<file path="src/rtl/inst_decode_pkg.sv">
// rtl/inst_decode_pkg.sv - RV32I opcodes, instruction formats and decode helpers
package inst_decode_pkg;

  localparam logic [31:0] RESET_PC_DEFAULT = 32'h2000_0000;

  localparam logic [6:0] OPC_LUI      = 7'b0110111;
  localparam logic [6:0] OPC_AUIPC    = 7'b0010111;
  localparam logic [6:0] OPC_JAL      = 7'b1101111;
  localparam logic [6:0] OPC_JALR     = 7'b1100111;
  localparam logic [6:0] OPC_BRANCH   = 7'b1100011;
  localparam logic [6:0] OPC_LOAD     = 7'b0000011;
  localparam logic [6:0] OPC_STORE    = 7'b0100011;
  localparam logic [6:0] OPC_OP_IMM   = 7'b0010011;
  localparam logic [6:0] OPC_OP       = 7'b0110011;
  localparam logic [6:0] OPC_MISC_MEM = 7'b0001111;
  localparam logic [6:0] OPC_SYSTEM   = 7'b1110011;

  typedef enum logic [2:0] {
    FMT_R, FMT_I, FMT_S, FMT_B, FMT_U, FMT_J, FMT_BAD
  } fmt_e;

  // One decoded instruction as held in the decode/execute pipeline register
  typedef struct packed {
    logic        valid;
    logic [31:0] pc;
    logic [31:0] inst;
    logic [4:0]  rd;
    logic [4:0]  rs1;
    logic [4:0]  rs2;
    logic [31:0] rs1_data;
    logic [31:0] rs2_data;
    logic [31:0] imm;
    logic        is_load;
    logic        illegal;
  } dec_t;

  function automatic fmt_e opc_fmt(input logic [6:0] opc);
    fmt_e f;
    case (opc)
      OPC_OP:                                               f = FMT_R;
      OPC_OP_IMM, OPC_LOAD, OPC_JALR, OPC_SYSTEM, OPC_MISC_MEM: f = FMT_I;
      OPC_STORE:                                            f = FMT_S;
      OPC_BRANCH:                                           f = FMT_B;
      OPC_LUI, OPC_AUIPC:                                   f = FMT_U;
      OPC_JAL:                                              f = FMT_J;
      default:                                              f = FMT_BAD;
    endcase
    return f;
  endfunction

  // R-format and unknown opcodes carry no immediate
  function automatic logic [31:0] imm_gen(input logic [31:0] i, input fmt_e f);
    logic [31:0] imm;
    case (f)
      FMT_I:   imm = {{20{i[31]}}, i[31:20]};
      FMT_S:   imm = {{20{i[31]}}, i[31:25], i[11:7]};
      FMT_B:   imm = {{19{i[31]}}, i[31], i[7], i[30:25], i[11:8], 1'b0};
      FMT_U:   imm = {i[31:12], 12'b0};
      FMT_J:   imm = {{11{i[31]}}, i[31], i[19:12], i[20], i[30:21], 1'b0};
      default: imm = 32'h0;
    endcase
    return imm;
  endfunction

endpackage

</file>
<file path="src/rtl/inst_decode_reg_file.sv">
// rtl/inst_decode_reg_file.sv - 32x32 register file, x0 hardwired, 2R1W with write-through
module inst_decode_reg_file #(
  parameter bit REG_INIT_ZERO = 1'b1
) (
  input  logic        clk_i,
  input  logic        rst_ni,
  input  logic        we_i,
  input  logic [4:0]  waddr_i,
  input  logic [31:0] wdata_i,
  input  logic [4:0]  raddr_a_i,
  output logic [31:0] rdata_a_o,
  input  logic [4:0]  raddr_b_i,
  output logic [31:0] rdata_b_o
);

  logic [31:0] regs_q [32];
  logic        wr_ok;

  assign wr_ok = we_i && (waddr_i != 5'd0);

  generate
    if (REG_INIT_ZERO) begin : g_clr
      // Register write with async clear of the whole array
      always_ff @(posedge clk_i or negedge rst_ni) begin
        if (!rst_ni) begin
          for (int i = 0; i < 32; i++) regs_q[i] <= 32'h0;
        end else if (wr_ok) begin
          regs_q[waddr_i] <= wdata_i;
        end
      end
    end else begin : g_noclr
      // Register write, contents left unreset
      always_ff @(posedge clk_i) begin
        if (wr_ok) regs_q[waddr_i] <= wdata_i;
      end
    end
  endgenerate

  // Reads see a same-cycle write so decode never latches a stale operand
  assign rdata_a_o = (raddr_a_i == 5'd0) ? 32'h0 :
                     (wr_ok && waddr_i == raddr_a_i) ? wdata_i : regs_q[raddr_a_i];
  assign rdata_b_o = (raddr_b_i == 5'd0) ? 32'h0 :
                     (wr_ok && waddr_i == raddr_b_i) ? wdata_i : regs_q[raddr_b_i];

endmodule

</file>
<file path="src/rtl/inst_decode.sv">
// rtl/inst_decode.sv - RV32I decode stage with regfile read and load-use bubble
module inst_decode
  import inst_decode_pkg::*;
#(
  parameter logic [31:0] RESET_PC      = RESET_PC_DEFAULT,
  parameter bit          REG_INIT_ZERO = 1'b1
) (
  input  logic        CLK,
  input  logic        RSTN,
  input  logic        STALL,
  input  logic        FLUSH,
  input  logic [31:0] I_PC,
  input  logic [31:0] I_INST,
  input  logic        I_VALID,
  input  logic        W_RD_EN,
  input  logic [4:0]  W_RD_ADDR,
  input  logic [31:0] W_RD_DATA,
  output logic        LOAD_STALL,
  output logic        D_VALID,
  output logic [31:0] D_PC,
  output logic [31:0] D_INST,
  output logic [6:0]  D_OPCODE,
  output logic [2:0]  D_FUNCT3,
  output logic [6:0]  D_FUNCT7,
  output logic [4:0]  D_RD_ADDR,
  output logic [4:0]  D_RS1_ADDR,
  output logic [4:0]  D_RS2_ADDR,
  output logic [31:0] D_RS1_DATA,
  output logic [31:0] D_RS2_DATA,
  output logic [31:0] D_IMM,
  output logic        D_IS_LOAD,
  output logic        D_ILLEGAL
);

  fmt_e        fmt;
  logic        use_rs1, use_rs2;
  logic [4:0]  rd_a, rs1_a, rs2_a;
  logic [31:0] rs1_rdata, rs2_rdata;
  logic        load_hazard;
  logic        w_hit1, w_hit2;
  dec_t        d_d, d_q;

  inst_decode_reg_file #(.REG_INIT_ZERO(REG_INIT_ZERO)) u_rf (
    .clk_i     (CLK),
    .rst_ni    (RSTN),
    .we_i      (W_RD_EN),
    .waddr_i   (W_RD_ADDR),
    .wdata_i   (W_RD_DATA),
    .raddr_a_i (rs1_a),
    .rdata_a_o (rs1_rdata),
    .raddr_b_i (rs2_a),
    .rdata_b_o (rs2_rdata)
  );

  // Field extraction; register indices a format does not use are zeroed
  always_comb begin
    fmt     = opc_fmt(I_INST[6:0]);
    use_rs1 = fmt inside {FMT_R, FMT_I, FMT_S, FMT_B};
    use_rs2 = fmt inside {FMT_R, FMT_S, FMT_B};
    rd_a    = (fmt == FMT_S || fmt == FMT_B) ? 5'd0 : I_INST[11:7];
    rs1_a   = (fmt == FMT_U || fmt == FMT_J) ? 5'd0 : I_INST[19:15];
    rs2_a   = use_rs2 ? I_INST[24:20] : 5'd0;
  end

  // A held instruction cannot bubble; the hazard is re-checked once STALL drops
  assign load_hazard = I_VALID && d_q.valid && d_q.is_load && (d_q.rd != 5'd0) &&
                       ((use_rs1 && rs1_a == d_q.rd) || (use_rs2 && rs2_a == d_q.rd)) &&
                       !FLUSH && !STALL;

  assign w_hit1 = W_RD_EN && (W_RD_ADDR != 5'd0) && (W_RD_ADDR == d_q.rs1);
  assign w_hit2 = W_RD_EN && (W_RD_ADDR != 5'd0) && (W_RD_ADDR == d_q.rs2);

  // Next pipeline register value: FLUSH > STALL > load bubble > accept
  always_comb begin
    d_d = d_q;
    if (FLUSH) begin
      d_d    = '0;
      d_d.pc = RESET_PC;
    end else if (STALL) begin
      if (w_hit1) d_d.rs1_data = W_RD_DATA;
      if (w_hit2) d_d.rs2_data = W_RD_DATA;
    end else if (load_hazard) begin
      d_d.valid = 1'b0;
    end else if (I_VALID && I_INST != 32'h0) begin
      d_d.valid    = 1'b1;
      d_d.pc       = I_PC;
      d_d.inst     = I_INST;
      d_d.rd       = rd_a;
      d_d.rs1      = rs1_a;
      d_d.rs2      = rs2_a;
      d_d.rs1_data = rs1_rdata;
      d_d.rs2_data = rs2_rdata;
      d_d.imm      = imm_gen(I_INST, fmt);
      d_d.is_load  = (I_INST[6:0] == OPC_LOAD);
      d_d.illegal  = (fmt == FMT_BAD);
    end else begin
      d_d.valid = 1'b0;
    end
  end

  // Decode/execute pipeline register
  always_ff @(posedge CLK or negedge RSTN) begin
    if (!RSTN) begin
      d_q    <= '0;
      d_q.pc <= RESET_PC;
    end else begin
      d_q <= d_d;
    end
  end

  assign LOAD_STALL = load_hazard;
  assign D_VALID    = d_q.valid;
  assign D_PC       = d_q.pc;
  assign D_INST     = d_q.inst;
  assign D_OPCODE   = d_q.inst[6:0];
  assign D_FUNCT3   = d_q.inst[14:12];
  assign D_FUNCT7   = d_q.inst[31:25];
  assign D_RD_ADDR  = d_q.rd;
  assign D_RS1_ADDR = d_q.rs1;
  assign D_RS2_ADDR = d_q.rs2;
  assign D_RS1_DATA = d_q.rs1_data;
  assign D_RS2_DATA = d_q.rs2_data;
  assign D_IMM      = d_q.imm;
  assign D_IS_LOAD  = d_q.is_load;
  assign D_ILLEGAL  = d_q.illegal;

endmodule
</file>
<file path="config.mk">
export PLATFORM = sky130hd
export DESIGN_NAME = inst_decode
export DESIGN_NICKNAME = d
export VERILOG_FILES = /design/src/rtl/inst_decode_pkg.sv /design/src/rtl/inst_decode_reg_file.sv /design/src/rtl/inst_decode.sv
export SDC_FILE = /design/constraint.sdc
export NUM_CORES = 2
export LEC_CHECK = 0
export BUFFER_PORTS_ARGS = -buffer_cell sky130_fd_sc_hd__buf_2
export CAP_MARGIN = 20
export CORE_MARGIN = 2
export CORE_UTILIZATION = 50
export DETAILED_ROUTE_END_ITERATION = 8
export PLACE_DENSITY = 0.76
export SLEW_MARGIN = 20
export SYNTH_ARGS = -nofsm -noshare
export SYNTH_HDL_FRONTEND = slang
export SYNTH_SLANG_ARGS = --single-unit
</file>
<file path="constraint.sdc">
create_clock -name CLK -period 6.5 [get_ports CLK]
set_clock_uncertainty 0.1 [all_clocks]
set_input_delay 0.975 -clock CLK [delete_from_list [all_inputs] [get_ports CLK]]
set_output_delay 0.975 -clock CLK [all_outputs]
set_load 0.005 [all_outputs]
</file>
After elaboration in Yosys (flattened, before gate mapping) --
Index checks and enable logic that the tools add are counted. W data, S select, Z words.
Operators by class: $lt $le $gt $ge 4, mux-type cells 28, reduce and logical (&&, ||, !) cells 35, eq/ne operators 28, bitwise logic cells 3
Operators with widths (count):
- $bwmux W1024 | 1
- $mux W177 | 2
- $mux W32 | 11
- $bmux W32 S5 | 2
- $mux W178 | 1
- $demux W32 S5 | 1
- $pmux W32 S5 | 1
- $mux W80 | 1
- $mux W64 | 1
- $mux W34 | 1
- $reduce_bool A32 Y1 | 1
- $eq A5 B5 Y1 | 6
- $eq A7 B7 Y1 const B | 4
- $eq A7 B6 Y1 const B | 3
- $ge A6 B6 Y1 const B | 3
- $not A5 Y6 | 3
- $pmux W3 S6 | 1
- $logic_and A1 B1 Y1 | 15
- $mux W5 | 3
- $eq A7 B5 Y1 const B | 2
- $logic_not A5 Y1 | 2
- $reduce_bool A5 Y1 | 2
- $eq A3 B3 Y1 const B | 3
- $reduce_and A3 Y1 | 3
- 18 further kinds | 25
Storage, ports and cells: output and inout bits 196, bits of input ports 107, flip-flop bits (word level) 1202, logic and storage cells 141

Logic depth before layout (Yosys ltp) --
depth in word-level cells 16, gate-level depth with buffers 20, mapped depth without buffers 14

Hierarchy --
A second synthesis with hierarchy kept.
Unflattened totals: cell total of the unflattened synthesis 4756, area, all modules 65268.8 sq um
By module, submodules not included:
- inst_decode_reg_file | instances 1, sequential area each 25624.6 sq um, cells each 3810, area each 55303.0 sq um
- inst_decode | instances 1, sequential area each 4455.5 sq um, cells each 946, area each 9965.8 sq um

Worst setup path after synthesis --
Ideal clock, no wire load.
path kind input -> register, start point in I_INST[3], end point reg d_q (netlist bit D_RS1_DATA[10]), arrival 4.268 ns, setup slack 2.049 ns, data required time 6.317 ns, library setup time 0.083 ns, stages on the path 18, path buffers 7, cell sequence clkbuf_1 -> nor4_1 -> and2_1 -> inv_1 -> ha_1 -> clkbuf_1 -> nor2b_1 -> buf_2 -> buf_4 -> buf_2 -> buf_1 -> clkbuf_1 -> nand2_1 -> a32oi_1 -> o21ai_0 -> a21oi_1 -> a32oi_1 -> o21ai_0
On the way: word-level cells in the longest chain between the ends 16, elaborated cells on any way between the ends 51, those cells by class eq/ne: 20; mux: 12; bitwise: 1; reduce/logical: 18
Ends and longest elaborated chain:
- start, declared | line inst_decode.sv:13 | input logic [31:0] I_INST,
- $eq A7 B2 Y1, or another cell as far along | line inst_decode_pkg.sv:39 | case (opc)
- $reduce_or A5 Y1 or $reduce_or A2 Y1 (tied branches) | line inst_decode_pkg.sv:39
- $pmux W3 S6 | line inst_decode_pkg.sv:39
- $eq A3 B3 Y1 | line inst_decode.sv:61 | rs1_a = (fmt == FMT_U || fmt == FMT_J) ? 5'd0 : I_INST[19:15];
- $logic_or A1 B1 Y1 | line inst_decode.sv:61
- $mux W5 | line inst_decode.sv:61
- $not A5 Y6 (not written as such) | line inst_decode_reg_file.sv:41 | (wr_ok && waddr_i == raddr_a_i) ? wdata_i : regs_q[raddr_a_i];
- $bmux W32 S5 | line inst_decode_reg_file.sv:41
- $mux W32 (not written as such) (2 in series) | line inst_decode_reg_file.sv:41
- $mux W32 | line inst_decode_reg_file.sv:41
- $mux W32 | line inst_decode_reg_file.sv:40 | assign rdata_a_o = (raddr_a_i == 5'd0) ? 32'h0 :
- $mux W177 | line inst_decode.sv:84 | end else if (I_VALID && I_INST != 32'h0) begin
- $mux W177 | line inst_decode.sv:82 | end else if (load_hazard) begin
- $mux W64 | line inst_decode.sv:79 | end else if (STALL) begin
- $mux W178 | line inst_decode.sv:76 | if (FLUSH) begin
- end, declared | line inst_decode.sv:41 | dec_t d_d, d_q;
Parallel ways exist; a longest one is shown, timed or not. The select of a mux whose other input is x is not followed. A chain may end at the register's enable or synchronous reset.

Worst setup path in the final report --
start point in I_INST[4], end point reg d_q (netlist bit D_RS2_DATA[6])
On the way: word-level cells in the longest chain between the ends 16, elaborated cells on any way between the ends 51, those cells by class eq/ne: 20; mux: 12; bitwise: 1; reduce/logical: 18
Ends and longest elaborated chain:
- $eq A7 B2 Y1, or another cell as far along | line inst_decode_pkg.sv:39
- $reduce_or A5 Y1 or $reduce_or A2 Y1 (tied branches) | line inst_decode_pkg.sv:39
- $pmux W3 S6 | line inst_decode_pkg.sv:39
- $eq A3 B2 Y1 or $logic_not A3 Y1 (tied branches) | line inst_decode.sv:58, inst_decode.sv:59
- $reduce_bool A3 Y1 | line inst_decode.sv:59 | use_rs2 = fmt inside {FMT_R, FMT_S, FMT_B};
- $mux W5 | line inst_decode.sv:62 | rs2_a = use_rs2 ? I_INST[24:20] : 5'd0;
- $not A5 Y6 (not written as such) | line inst_decode_reg_file.sv:43 | (wr_ok && waddr_i == raddr_b_i) ? wdata_i : regs_q[raddr_b_i];
- $bmux W32 S5 | line inst_decode_reg_file.sv:43
- $mux W32 (not written as such) (2 in series) | line inst_decode_reg_file.sv:43
- $mux W32 | line inst_decode_reg_file.sv:43
- $mux W32 | line inst_decode_reg_file.sv:42 | assign rdata_b_o = (raddr_b_i == 5'd0) ? 32'h0 :
- $mux W177 | line inst_decode.sv:84
- $mux W177 | line inst_decode.sv:82
- $mux W64 | line inst_decode.sv:79
- $mux W178 | line inst_decode.sv:76
Parallel ways exist; a longest one is shown, timed or not. The select of a mux whose other input is x is not followed.

==> results.py <==
metrics = {
    "power": {
        "powerDensity_mw_per_mm2": 296.4,
        "leakagePower_nw": 31.21,
        "peakVddDrop_v": 0.0002410,
    },
    "setup_path": {
        "rrSetupSlack_ps": 1650,
        "worstReg2RegEnd": "D_RS2_DATA[6]",
        "r2r_start": "D_RD_ADDR[4]",
        "start_kind": "input pin",
        "reg2reg_depth": 9,
        "arrival_ps": 6220,
        "path_max_fanout": 12,
        "cp-end-kind": "flop",
        "required_ps": 7090,
        "worstSetupPathType": "in -> reg",
    },
    "floorplan": {
        "dieWidth_um": 361.9,
        "die-area_mm2": 0.1310,
        "start_util": 0.5030,
        "num_rows": 131,
        "io_pins": 303,
        "core_area_mm2": 0.1274,
        "fp.dieH_um": 361.9,
    },
    "clock_tree": {
        "cts_resized": 0,
        "cts-root-buf": "clkbuf_16",
        "cts_tree": "done",
        "cts_setup_buffers": 0,
        "path_clk_slew_ps": 60,
        "cts_buffer_depth": 3,
        "cts_sinks": 1202,
        "cts_made_buffers": 119,
        "postCtsHoldBufs": 0,
        "clk-insertion-delay-late_ps": 780,
        "htree_levels": 3,
    },
    "timing": {
        "finalCritPeriodShare": 0.8648,
        "final_hold_viol_count": 0,
        "relSlewSlack": 0.1642,
        "finalSetupViolCount": 0,
        "worst_pin_slew_ps": 1242,
        "fmax_ghz": 0.1779,
        "period_needed_ps": 5622,
        "tns_ps": 0,
        "drv_slew": 0,
        "rsz0062_at_grt": "false",
    },
    "routing": {
        "ant_nets": 0,
        "dr.first_iter.drc_count": 9561,
        "firstDrtPassIters": 9,
        "avgViaCountPerCell": 7.248,
        "vias": 55970,
        "drc_errors": 15,
        "wire_per_inst_um": 32.85,
        "wl_um": 253700,
    },
    "placement": {
        "gp_congestion": 0.9626,
        "place_hpwl_um": 149000,
        "numPortBuffers": 302,
        "dp_cells": 7472,
    },
    "synthesis": {
        "syn_nets": 6097,
        "synth_edf_count": 0,
        "synth-seq-cells": 1202,
        "syn_inst": 5987,
        "synth_most_common_cell": "dfrtp_1",
        "synthTopCellsByCount": "dfrtp_1 (1201), mux2_2 (1088), nand2_1 (800)",
        "yosys_most_used_dff": "dfrtp_1",
        "syn_area_per_cell_um2": 10.70,
        "synth_top_cell_by_area": "dfrtp_1",
        "synth_area_leaders": "dfrtp_1 (47%), mux2_2 (19%), nand2_1 (4.7%), mux2i_1 (3.3%), clkbuf_1 (2.6%)",
        "synth_seq_area_share": 0.4696,
        "synth-warning-count": 0,
        "async_flop_share": 1.000,
        "netlist_area_mm2": 0.06406,
        "synth_cell_type_count": 78,
        "yosys.area.top_type_share": 0.4691,
    },
    "min_path": {
        "worstHoldPathType": "in -> async",
    },
    "global_route": {
        "overflow": 0,
        "grt_pass1_vias": 54690,
        "grtUsageTotal": 0.3772,
        "grt_max_degree": 170,
        "grt_first_pass_wirelength_um": 367100,
        "antenna_found_initial": 32,
    },
    "cells_and_area": {
        "finalNonFillerCells": 7722,
        "n_fill_cell": 10520,
        "areaGrowthSynthToFinish_pct": 11.35,
        "drive_gt1_frac": 0.3154,
        "nets": 6043,
    },
    "job": {
        "cap_violations": 0,
    },
    "status": {
        "status": "finished, violations left",
        "violations": "DRC",
    },
}
## worst max path at each step
stage / cells after the start / from / slack [ps] / to
floorplan: 18 / I_INST[3] / 2050 / D_RS1_DATA[10]
global placement: 14 / I_INST[6] / 750 / D_RS2_DATA[7]
detailed placement: 14 / I_INST[6] / 640 / D_RS2_DATA[6]
CTS: 14 / I_INST[6] / 1400 / D_RS2_DATA[6]
global route: 14 / I_INST[4] / 820 / D_RS2_DATA[6]
finish: 14 / I_INST[4] / 880 / D_RS2_DATA[6]
## flip-flops by register name (all words and copies together), names as in the netlist
register / cells
D_RS2_ADDR: 5
D_RD_ADDR: 5
D_RS1_ADDR: 5
D_RS1_DATA: 32
D_ILLEGAL: 1
D_INST: 32
D_IMM: 32
D_RS2_DATA: 32
D_VALID: 1
D_IS_LOAD: 1
D_PC: 32
u_rf.regs_q: 1024
## through the flow
| step | utilization | hold WS, ps | worst slack, ps | area (um^2) | power (mW) |
|---|---|---|---|---|---|
| 2_1_floorplan | - | 329.4 | 2049 | 64060 | 12.21 |
| 5_1_grt | 0.5599 | 135.3 | 817.3 | 71310 | 21.80 |
| 3_5_place_dp | 0.5264 | 273.2 | 638.3 | 67040 | 13.62 |
| 4_1_cts | 0.5592 | 153.7 | 1403 | 71220 | 20.96 |
| 6_report | 0.5601 | 99.32 | 878.5 | 71330 | 21.15 |
| 3_3_place_gp | 0.5264 | 269.3 | 746.7 | 67030 | 13.39 |
## critical path: stages
cell and delay (ps):
buf_2 190, or3b_1 370, a21oi_1 310, ha_1 510
buf_4 350, nor2b_4 70, a32oi_1 190, o31ai_1 100
a22oi_1 640, o32ai_4 290, nor3_2 530, nand3_1 920
or3_1 670, nand3_1 100
## cells by family after synthesis
| group | after synthesis | share of synthesized area |
|---|---|---|
| AO/OA/AOI/OAI | 1324 | 0.1426 |
| flip-flops | 1202 | 0.4696 |
| multiplexers | 1357 | 0.2446 |
| XOR/XNOR | 24 | 0.003281 |
| AND/OR/NAND/NOR | 1409 | 0.09737 |
| adder cells (fa/ha/maj) | 3 | 0.0005860 |
| buffers and inverters | 668 | 0.04199 |
## power by group
part | total, mW | internal [mW] | switching [mW]
clock network | 7.45 | 4.28 | 3.17
logic | 3.92 | 1.87 | 2.05
registers | 9.78 | 8.75 | 1.03
total | 21.1 | 14.9 | 6.25
## placed cells by master, fill, tap and decap left out, types with 18 or more instances in the layout
master and n:
o2111ai_1 61, a211oi_1 118, buf_4 148, clkinv_2 24, mux2i_1 211, clkbuf_16 120, o221ai_1 56, nor2_1 139
nor3_1 59, buf_12 25, a2111oi_0 31, or3_1 26, a22oi_1 60, o32ai_1 35, mux2_2 1088, inv_1 18
dfrtp_1 1201, diode_2 23, o22ai_1 92, a32oi_1 46, o211ai_1 24, a22o_1 112, clkbuf_8 32, mux4_2 58
buf_2 297, o21ai_0 204, nand3_1 162, nor4_1 21, nand2_1 783, a221oi_1 42, a31oi_1 100, clkbuf_1 26
a21oi_1 256, nor2b_1 86
## per-layer routing
metal  vias to the layer above  track usage  share of wire
met5                         -            0        0.00060
met4                        24       0.2949          0.092
met3                      1473       0.1609           0.16
met2                      5065       0.5237           0.41
met1                     27400       0.4593           0.34
li1                      22010            -              -
## cell type report
type                    instances  area [um^2]  share of cell area
multi-input cells            4117        31700              0.4444
flip-flops and latches       1202        30080              0.4217
clock buffers                 178         3541             0.04964
repair buffers                474         3167             0.04439
well taps                    1662         2079             0.02915
clock inverters                47        636.9            0.008928
inverters                      19        72.57            0.001017
diodes                         23        57.56           0.0008069
No activity file was read; power rests on OpenSTA's default activity.
